==> src/rtl/game_pkg.sv <==
// Shared screen geometry, FSM state encoding and position type for the game blocks.
package game_pkg;

    localparam int unsigned SCREEN_W     = 640;
    localparam int unsigned PIPE_SPACING = 320;
    localparam int unsigned BIRD_X       = 100;
    localparam int unsigned GAP_MIN      = 80;

    typedef enum logic [1:0] {
        IDLE = 2'd0,
        RUN  = 2'd1,
        HALT = 2'd2
    } state_t;

    typedef logic [15:0] pos_t;

endpackage

==> src/rtl/pipe_scroller_if.sv <==
// Control inputs and pipe/score outputs of the pipe scroller.
interface pipe_scroller_if;

    logic        frame_tick;
    logic        start;
    logic        collide;
    logic        restart;
    logic [15:0] PipesPosition1;
    logic [15:0] PipesPosition2;
    logic [9:0]  GapY1;
    logic [9:0]  GapY2;
    logic [7:0]  score;
    logic        score_pulse;
    logic        running;

    modport master (
        output frame_tick, start, collide, restart,
        input  PipesPosition1, PipesPosition2, GapY1, GapY2, score, score_pulse, running
    );

    modport slave (
        input  frame_tick, start, collide, restart,
        output PipesPosition1, PipesPosition2, GapY1, GapY2, score, score_pulse, running
    );

endinterface

==> src/rtl/lfsr16.sv <==
// Free-running 16-bit Galois LFSR, taps x^16+x^14+x^13+x^11+1; a nonzero seed never reaches zero.
module lfsr16 #(
    parameter logic [15:0] SEED = 16'hACE1
) (
    input  logic        clk,
    input  logic        rst_n,
    output logic [15:0] q
);

    always_ff @(posedge clk or negedge rst_n) begin
        if (!rst_n) begin
            q <= SEED;
        end else begin
            q <= {1'b0, q[15:1]} ^ (q[0] ? 16'hB400 : '0);
        end
    end

endmodule

==> src/rtl/pipe_scroller.sv <==
// Scrolls two pipe pairs leftward once per frame tick while running, re-rolls gaps on wrap,
// and counts pipes crossing the bird column into a saturating score.
module pipe_scroller
    import game_pkg::*;
#(
    parameter int unsigned SCREEN_W     = game_pkg::SCREEN_W,
    parameter int unsigned PIPE_SPACING = game_pkg::PIPE_SPACING,
    parameter int unsigned SPEED        = 2,
    parameter int unsigned BIRD_X       = game_pkg::BIRD_X,
    parameter int unsigned GAP_MIN      = game_pkg::GAP_MIN,
    parameter logic [7:0]  GAP_MASK     = 8'hFF,
    parameter logic [15:0] LFSR_SEED    = 16'hACE1
) (
    input logic            clk,
    input logic            rst_n,
    pipe_scroller_if.slave bus
);

    localparam pos_t       POS1_RST = pos_t'(SCREEN_W);
    localparam pos_t       POS2_RST = pos_t'(SCREEN_W + PIPE_SPACING);
    localparam pos_t       SPEED16  = pos_t'(SPEED);
    localparam pos_t       WRAP16   = pos_t'(2 * PIPE_SPACING - SPEED);
    localparam pos_t       BIRD16   = pos_t'(BIRD_X);
    localparam logic [9:0] GAP10    = 10'(GAP_MIN);

    state_t      state;
    logic        running_q;
    logic        score_pulse_q;
    logic [7:0]  score_q;
    logic [7:0]  score_nxt;
    pos_t        pos_q   [2];
    pos_t        pos_nxt [2];
    logic [9:0]  gap_q   [2];
    logic [9:0]  gap_nxt [2];
    logic [1:0]  inc;
    logic [8:0]  score_sum;
    logic [15:0] lfsr;
    logic [7:0]  rnd;

    lfsr16 #(.SEED(LFSR_SEED)) u_lfsr (
        .clk   (clk),
        .rst_n (rst_n),
        .q     (lfsr)
    );

    // Same update for both pipes; pipe 2 draws its gap from the upper LFSR byte.
    always_comb begin
        inc = '0;
        rnd = '0;
        for (int unsigned i = 0; i < 2; i++) begin
            pos_nxt[i] = pos_q[i];
            gap_nxt[i] = gap_q[i];
            rnd        = (i == 0) ? lfsr[7:0] : lfsr[15:8];
            if (pos_q[i] >= SPEED16) begin
                pos_nxt[i] = pos_q[i] - SPEED16;
                if ((pos_q[i] >= BIRD16) && (pos_nxt[i] < BIRD16)) begin
                    inc = inc + 2'd1;
                end
            end else begin
                pos_nxt[i] = pos_q[i] + WRAP16;
                gap_nxt[i] = GAP10 + {2'b00, rnd & GAP_MASK};
            end
        end
        score_sum = {1'b0, score_q} + {7'b0, inc};
        score_nxt = score_sum[8] ? 8'hFF : score_sum[7:0];
    end

    always_ff @(posedge clk or negedge rst_n) begin
        if (!rst_n) begin
            state         <= IDLE;
            running_q     <= 1'b0;
            score_q       <= '0;
            score_pulse_q <= 1'b0;
            pos_q[0]      <= POS1_RST;
            pos_q[1]      <= POS2_RST;
            gap_q[0]      <= GAP10;
            gap_q[1]      <= GAP10;
        end else begin
            score_pulse_q <= 1'b0;
            if (bus.restart) begin
                state     <= IDLE;
                running_q <= 1'b0;
                score_q   <= '0;
                pos_q[0]  <= POS1_RST;
                pos_q[1]  <= POS2_RST;
                gap_q[0]  <= GAP10;
                gap_q[1]  <= GAP10;
            end else begin
                case (state)
                    IDLE: begin
                        if (bus.start) begin
                            state     <= RUN;
                            running_q <= 1'b1;
                        end
                    end
                    RUN: begin
                        if (bus.collide) begin
                            state     <= HALT;
                            running_q <= 1'b0;
                        end else if (bus.frame_tick) begin
                            for (int unsigned i = 0; i < 2; i++) begin
                                pos_q[i] <= pos_nxt[i];
                                gap_q[i] <= gap_nxt[i];
                            end
                            score_q       <= score_nxt;
                            score_pulse_q <= (score_nxt != score_q);
                        end
                    end
                    default: ;
                endcase
            end
        end
    end

    assign bus.PipesPosition1 = pos_q[0];
    assign bus.PipesPosition2 = pos_q[1];
    assign bus.GapY1          = gap_q[0];
    assign bus.GapY2          = gap_q[1];
    assign bus.score          = score_q;
    assign bus.score_pulse    = score_pulse_q;
    assign bus.running        = running_q;

endmodule

==> src/flat_wrapper.sv <==
// flat-port wrapper written by rule: the top's interface ports become plain ports
module pipe_scroller_flat import game_pkg::*;
#(
    parameter int unsigned SCREEN_W     = game_pkg::SCREEN_W,
    parameter int unsigned PIPE_SPACING = game_pkg::PIPE_SPACING,
    parameter int unsigned SPEED        = 2,
    parameter int unsigned BIRD_X       = game_pkg::BIRD_X,
    parameter int unsigned GAP_MIN      = game_pkg::GAP_MIN,
    parameter logic [7:0]  GAP_MASK     = 8'hFF,
    parameter logic [15:0] LFSR_SEED    = 16'hACE1
)
  (clk, rst_n, bus_frame_tick, bus_start, bus_collide, bus_restart, bus_PipesPosition1, bus_PipesPosition2, bus_GapY1, bus_GapY2, bus_score, bus_score_pulse, bus_running);
  pipe_scroller_if bus_i ();
  input logic clk;
  input logic rst_n;
  input wire logic [$bits(bus_i.frame_tick)-1:0] bus_frame_tick;
  input wire logic [$bits(bus_i.start)-1:0] bus_start;
  input wire logic [$bits(bus_i.collide)-1:0] bus_collide;
  input wire logic [$bits(bus_i.restart)-1:0] bus_restart;
  output wire logic [$bits(bus_i.PipesPosition1)-1:0] bus_PipesPosition1;
  output wire logic [$bits(bus_i.PipesPosition2)-1:0] bus_PipesPosition2;
  output wire logic [$bits(bus_i.GapY1)-1:0] bus_GapY1;
  output wire logic [$bits(bus_i.GapY2)-1:0] bus_GapY2;
  output wire logic [$bits(bus_i.score)-1:0] bus_score;
  output wire logic [$bits(bus_i.score_pulse)-1:0] bus_score_pulse;
  output wire logic [$bits(bus_i.running)-1:0] bus_running;
  assign bus_i.frame_tick = bus_frame_tick;
  assign bus_i.start = bus_start;
  assign bus_i.collide = bus_collide;
  assign bus_i.restart = bus_restart;
  assign bus_PipesPosition1 = bus_i.PipesPosition1;
  assign bus_PipesPosition2 = bus_i.PipesPosition2;
  assign bus_GapY1 = bus_i.GapY1;
  assign bus_GapY2 = bus_i.GapY2;
  assign bus_score = bus_i.score;
  assign bus_score_pulse = bus_i.score_pulse;
  assign bus_running = bus_i.running;
  pipe_scroller #(.SCREEN_W(SCREEN_W), .PIPE_SPACING(PIPE_SPACING), .SPEED(SPEED), .BIRD_X(BIRD_X), .GAP_MIN(GAP_MIN), .GAP_MASK(GAP_MASK), .LFSR_SEED(LFSR_SEED)) u_core (.clk(clk), .rst_n(rst_n), .bus(bus_i));
endmodule
==> config.mk <==
export PLATFORM = sky130hd
export DESIGN_NAME = pipe_scroller_flat
export DESIGN_NICKNAME = d
export VERILOG_FILES = /design/src/rtl/game_pkg.sv /design/src/rtl/pipe_scroller_if.sv /design/src/rtl/lfsr16.sv /design/src/rtl/pipe_scroller.sv /design/src/flat_wrapper.sv
export SDC_FILE = /design/constraint.sdc
export NUM_CORES = 1
export LEC_CHECK = 0
export ABC_AREA = 1
export CAP_MARGIN = 30
export CELL_PAD_IN_SITES_DETAIL_PLACEMENT = 1
export CELL_PAD_IN_SITES_GLOBAL_PLACEMENT = 1
export CORE_MARGIN = 2
export CORE_UTILIZATION = 43
export CTS_CLUSTER_SIZE = 25
export DETAILED_ROUTE_END_ITERATION = 10
export GPL_ROUTABILITY_DRIVEN = 0
export GPL_TIMING_DRIVEN = 0
export HOLD_SLACK_MARGIN = 0.08
export PLACE_DENSITY = 0.95
export SLEW_MARGIN = 5
export SYNTH_ARGS = -nofsm -noshare
export SYNTH_HDL_FRONTEND = slang
export SYNTH_SLANG_ARGS = --single-unit
==> constraint.sdc <==
create_clock -name clk -period 7.1 [get_ports clk]
set_clock_uncertainty 0.2 [all_clocks]
set_input_delay 0.71 -clock clk [delete_from_list [all_inputs] [get_ports clk]]
set_output_delay 0.71 -clock clk [all_outputs]
set_load 0.05 [all_outputs]
==> results.py <==
metrics = {
    "status": {
        "run_status": "completed",
    },
    "worst_hold_path": {
        "hp-class": "input pin to asynchronous set/reset pin",
    },
    "timing": {
        "clock.fmax_ghz": 0.218,
        "worstMarginPinSlew_ns": 0.722,
        "slew_headroom": 0.518,
        "count_of_pins_over_their_slew_limit": 0,
        "finalWorstPathRequiredPeriod_ns": 4.59,
        "final.setup.tns_ns": 0,
        "grt_setup_unrepaired": "false",
        "timing.final.setup_violations": 0,
        "report.final.hold_viol_count": 0,
        "share_of_the_clock_period_used_by_the_worst_path": 0.647,
    },
    "power": {
        "net-switching-power_mw": 0.350,
        "p_int_mw": 0.679,
        "total_leakage_power_nw": 2.36,
        "power_frac_clock": 0.341,
        "combPwrFrac": 0.221,
        "p_per_area_nw_per_um2": 206,
        "power.ir.vdd_worst_mv": 0.111,
        "power_frac_seq": 0.438,
        "power_switching_share": 0.340,
    },
    "synth": {
        "avgSynthCellArea_sq_um": 8.52,
        "synth_enable_flop_cells": 0,
        "synth_warnings": 0,
        "synthCells": 470,
        "synthMuxAreaShare": 0,
        "sequential_area_share_after_synthesis": 0.474,
        "synth.distinct_cells": 44,
        "synthXorXnorAreaFrac": 0.0415,
        "yosys.area_share.adder": 0.0362,
        "ys_dominant_reg_cell": "dfrtp_1",
        "synth_compound_gate_area_share": 0.131,
        "asyncSetResetFlopFracSynth": 1.00,
        "netlist_area_sq_um": 4010,
        "synth-seq-cells": 75,
        "synth_top_family_by_area": "simple AND/OR/NAND/NOR gates",
        "synth-simple-area-share": 0.234,
    },
    "critical_path": {
        "cp.arrival_ns": 4.66,
        "required_time_of_the_worst_setup_path_ns": 7.17,
        "critPathMostFrequentCell": "inv_1",
        "crit_path_max_incr_delay_ns": 0.42,
        "end_kind": "flop",
        "critical_path.cell_chain": "inv_1 -> ha_1 -> nand2_2 -> nor2_2 -> nand2_1 -> xor2_1 -> nor2_1 -> nand3_1 -> inv_1 -> ha_1 -> or2_1 -> a21boi_1 -> ha_1 -> inv_1 -> fa_1 -> inv_1 -> nand3_1 -> nor2_1 -> nand2_1 -> nand2_1 -> a21oi_1 -> o211a_1 -> a21oi_1",
        "critPathSlowestCell": "dfrtp_1",
        "worstPathMaxFanout": 7,
        "timing.critical_path.from_type": "flop",
        "worst-setup-path-type": "flop to flop",
    },
    "clock_network": {
        "cts_setup_buffers": 0,
        "cts.sink_count": 75,
        "ctsRootBufferMaster": "clkbuf_8",
        "cts_tree": "yes",
        "clk_latency_ns": 0.35,
        "cts_inserted_buffers": 9,
        "holdBufCountCts": 0,
        "clk_transition_reported_paths_ns": 0.09,
        "ctsLongestPathBuffers": 2,
        "cts.htree.levels": 3,
        "postCtsResizedCells": 0,
    },
    "die": {
        "fp.dieW_um": 101,
        "top_level_ports": 68,
        "fp-row-count": 35,
        "start_util": 0.438,
        "dieHeight_um": 101,
        "fp.coreArea_sq_um": 9150,
        "design.die.area_sq_um": 10100,
    },
    "placement": {
        "placed_wire_length_estimate_um": 8930,
        "io_buffer_count": 62,
        "post-place-cells": 647,
    },
    "route": {
        "drt-initial-drc-count": 163,
        "ant_nets": 0,
        "remaining_drc_errors": 0,
        "route.vias.total": 3650,
        "drt_pre_antenna_iters": 5,
        "detail_route.vias_per_cell": 5.51,
        "detail_route.wirelength_um": 12300,
        "avgRoutedWirePerCell_um": 18.6,
    },
    "global_route": {
        "grt_antenna_before_repair": 0,
        "wire_length_of_the_first_global_routing_pass_um": 20200,
        "global_route.overflow_total": 0,
        "grt_use_total": 0.258,
        "number_of_global_route_vias_before_repair": 3923,
        "grt_start_max_net_pins": 40,
    },
    "cells_and_area": {
        "finalNonFillerCells": 663,
        "final_layout_size_suffix_gt1_frac": 0.147,
        "layout-area-overhead-vs-synth_pct": 24.9,
        "num-nets-final": 564,
        "num_antenna_cells": 0,
    },
    "job": {
        "maxCapViolations": 0,
    },
}
-- cell type report --
cell class	count	area (sq um)
buffer	11	61.3
clock buffer	10	138
clock inverter	6	70.1
fill	1095	4150
inverter	71	269
multi-input combinational	316	1790
sequential	75	1900
tap	111	139
timing repair buffer	63	638
-- metal layers --
metal / vias to the layer above / GRT usage / wire [um]
met5: - / 0 / 0
met4: 0 / 0.0875 / 333
met3: 35 / 0.0485 / 573
met2: 108 / 0.457 / 6240
met1: 1828 / 0.315 / 5180
li1: 1679 / - / -
-- cell families (layout without fill, tap and decap cells) --
| group | count (synthesis) | count (layout) |
|---|---|---|
| buf+inv | 82 | 161 |
| other cells | 1 | 4 |
| fa+ha+maj | 11 | 11 |
| compound gates | 83 | 83 |
| xor+xnor | 19 | 19 |
| flops | 75 | 75 |
| simple gates | 199 | 199 |
-- sequential cells by signal, indices dropped and copies added, names as in the netlist --
| name | flops |
|---|---|
| u_core.bus.GapY1 | 9 |
| u_core.bus.GapY2 | 9 |
| u_core.bus.PipesPosition1 | 15 |
| u_core.bus.PipesPosition2 | 15 |
| u_core.bus.score | 8 |
| u_core.bus.score_pulse | 1 |
| u_core.state | 2 |
| u_core.u_lfsr.q | 16 |
-- through the flow --
step / utilization / setup slack (ns) / cell area [sq um] / hold slack (ns) / power, mW
after floorplan: - / 3.12 / 4020 / 0.154 / 0.608
after global placement: 0.522 / 2.56 / 4780 / 0.161 / 0.665
after detailed placement: 0.524 / 2.62 / 4790 / 0.165 / 0.682
after CTS: 0.547 / 2.54 / 5000 / 0.124 / 1.03
after global routing: 0.547 / 2.21 / 5000 / 0.145 / 1.07
final: 0.547 / 2.51 / 5000 / 0.114 / 1.03
-- Yosys cell counts, types with 2 or more instances --
master	count	area, sq um
a21oi_1	17	85.1
a22o_1	5	43.8
a22oi_1	2	15.0
a31oi_1	5	31.3
buf_2	4	20.0
buf_4	4	30.0
clkbuf_1	2	7.51
dfrtp_1	57	1430
dfstp_2	18	473
ha_1	10	125
inv_1	61	229
inv_2	9	33.8
nand2_1	90	338
nand2_2	5	31.3
nand3_1	29	145
nand3_2	2	20.0
nand4_1	5	31.3
nor2_1	46	173
nor2_2	8	50.1
nor2_4	4	45.0
nor2_8	2	40.0
nor3_1	3	15.0
o211ai_1	2	15.0
o21ai_0	23	115
o21ai_2	2	17.5
o22ai_1	12	75.1
o31ai_1	2	15.0
o32ai_1	8	70.1
xnor2_1	2	17.5
xor2_1	17	149
-- power by group through the flow --
stage / registers (mW) / logic (mW) / clock network [mW]
final: 0.450 / 0.228 / 0.351
after CTS: 0.450 / 0.227 / 0.353
after global placement: 0.457 / 0.208 / 0
after floorplan: 0.485 / 0.123 / 0
after detailed placement: 0.458 / 0.224 / 0
after global routing: 0.452 / 0.250 / 0.370
-- cell usage in the layout, fill, tap and decap left out, types with 5 or more instances in the layout --
master	netlist	final
buf_4	4	5
clkbuf_8	0	10
inv_1	61	61
nor2_2	8	8
a31oi_1	5	5
o22ai_1	12	12
dfstp_2	18	18
nor2_1	46	46
nand3_1	29	29
dfrtp_1	57	57
inv_2	9	9
a21oi_1	17	17
a22o_1	5	5
o21ai_0	23	23
nand2_2	5	5
o32ai_1	8	8
nand4_1	5	5
ha_1	10	10
nand2_1	90	90
clkdlybuf4s50_1	0	61
xor2_1	17	17
-- path summary, 6_finish.rpt --
path	startpoint	endpoint	slack, ns	cells past startpoint
worst max-delay path	u_core.bus.PipesPosition1[1]	u_core.bus.score_pulse	2.51	23
worst min-delay path	rst_n	u_core.bus.GapY2[8]	0.11	1
worst max register to register	u_core.bus.PipesPosition1[1]	u_core.bus.score_pulse	2.51	23
worst min register to register	u_core.u_lfsr.q[1]	u_core.u_lfsr.q[0]	0.19	0
max in group asynchronous	rst_n	u_core.bus.PipesPosition2[6]	5.92	2
min in group clk	u_core.u_lfsr.q[1]	u_core.u_lfsr.q[0]	0.19	0
-- worst max-delay path, delay by kind of cell, from the launching register on --
family	cells	cell delay, ns
xor gates and xnor gates	1	0.22
and+or+nand+nor	10	1.49
buffers and inverters	4	0.45
DFF	1	0.42
AOI/OAI and AO/OA	4	0.57
adders and majority gates	4	1.15
Note: power is estimated with default switching activity, not from simulation.
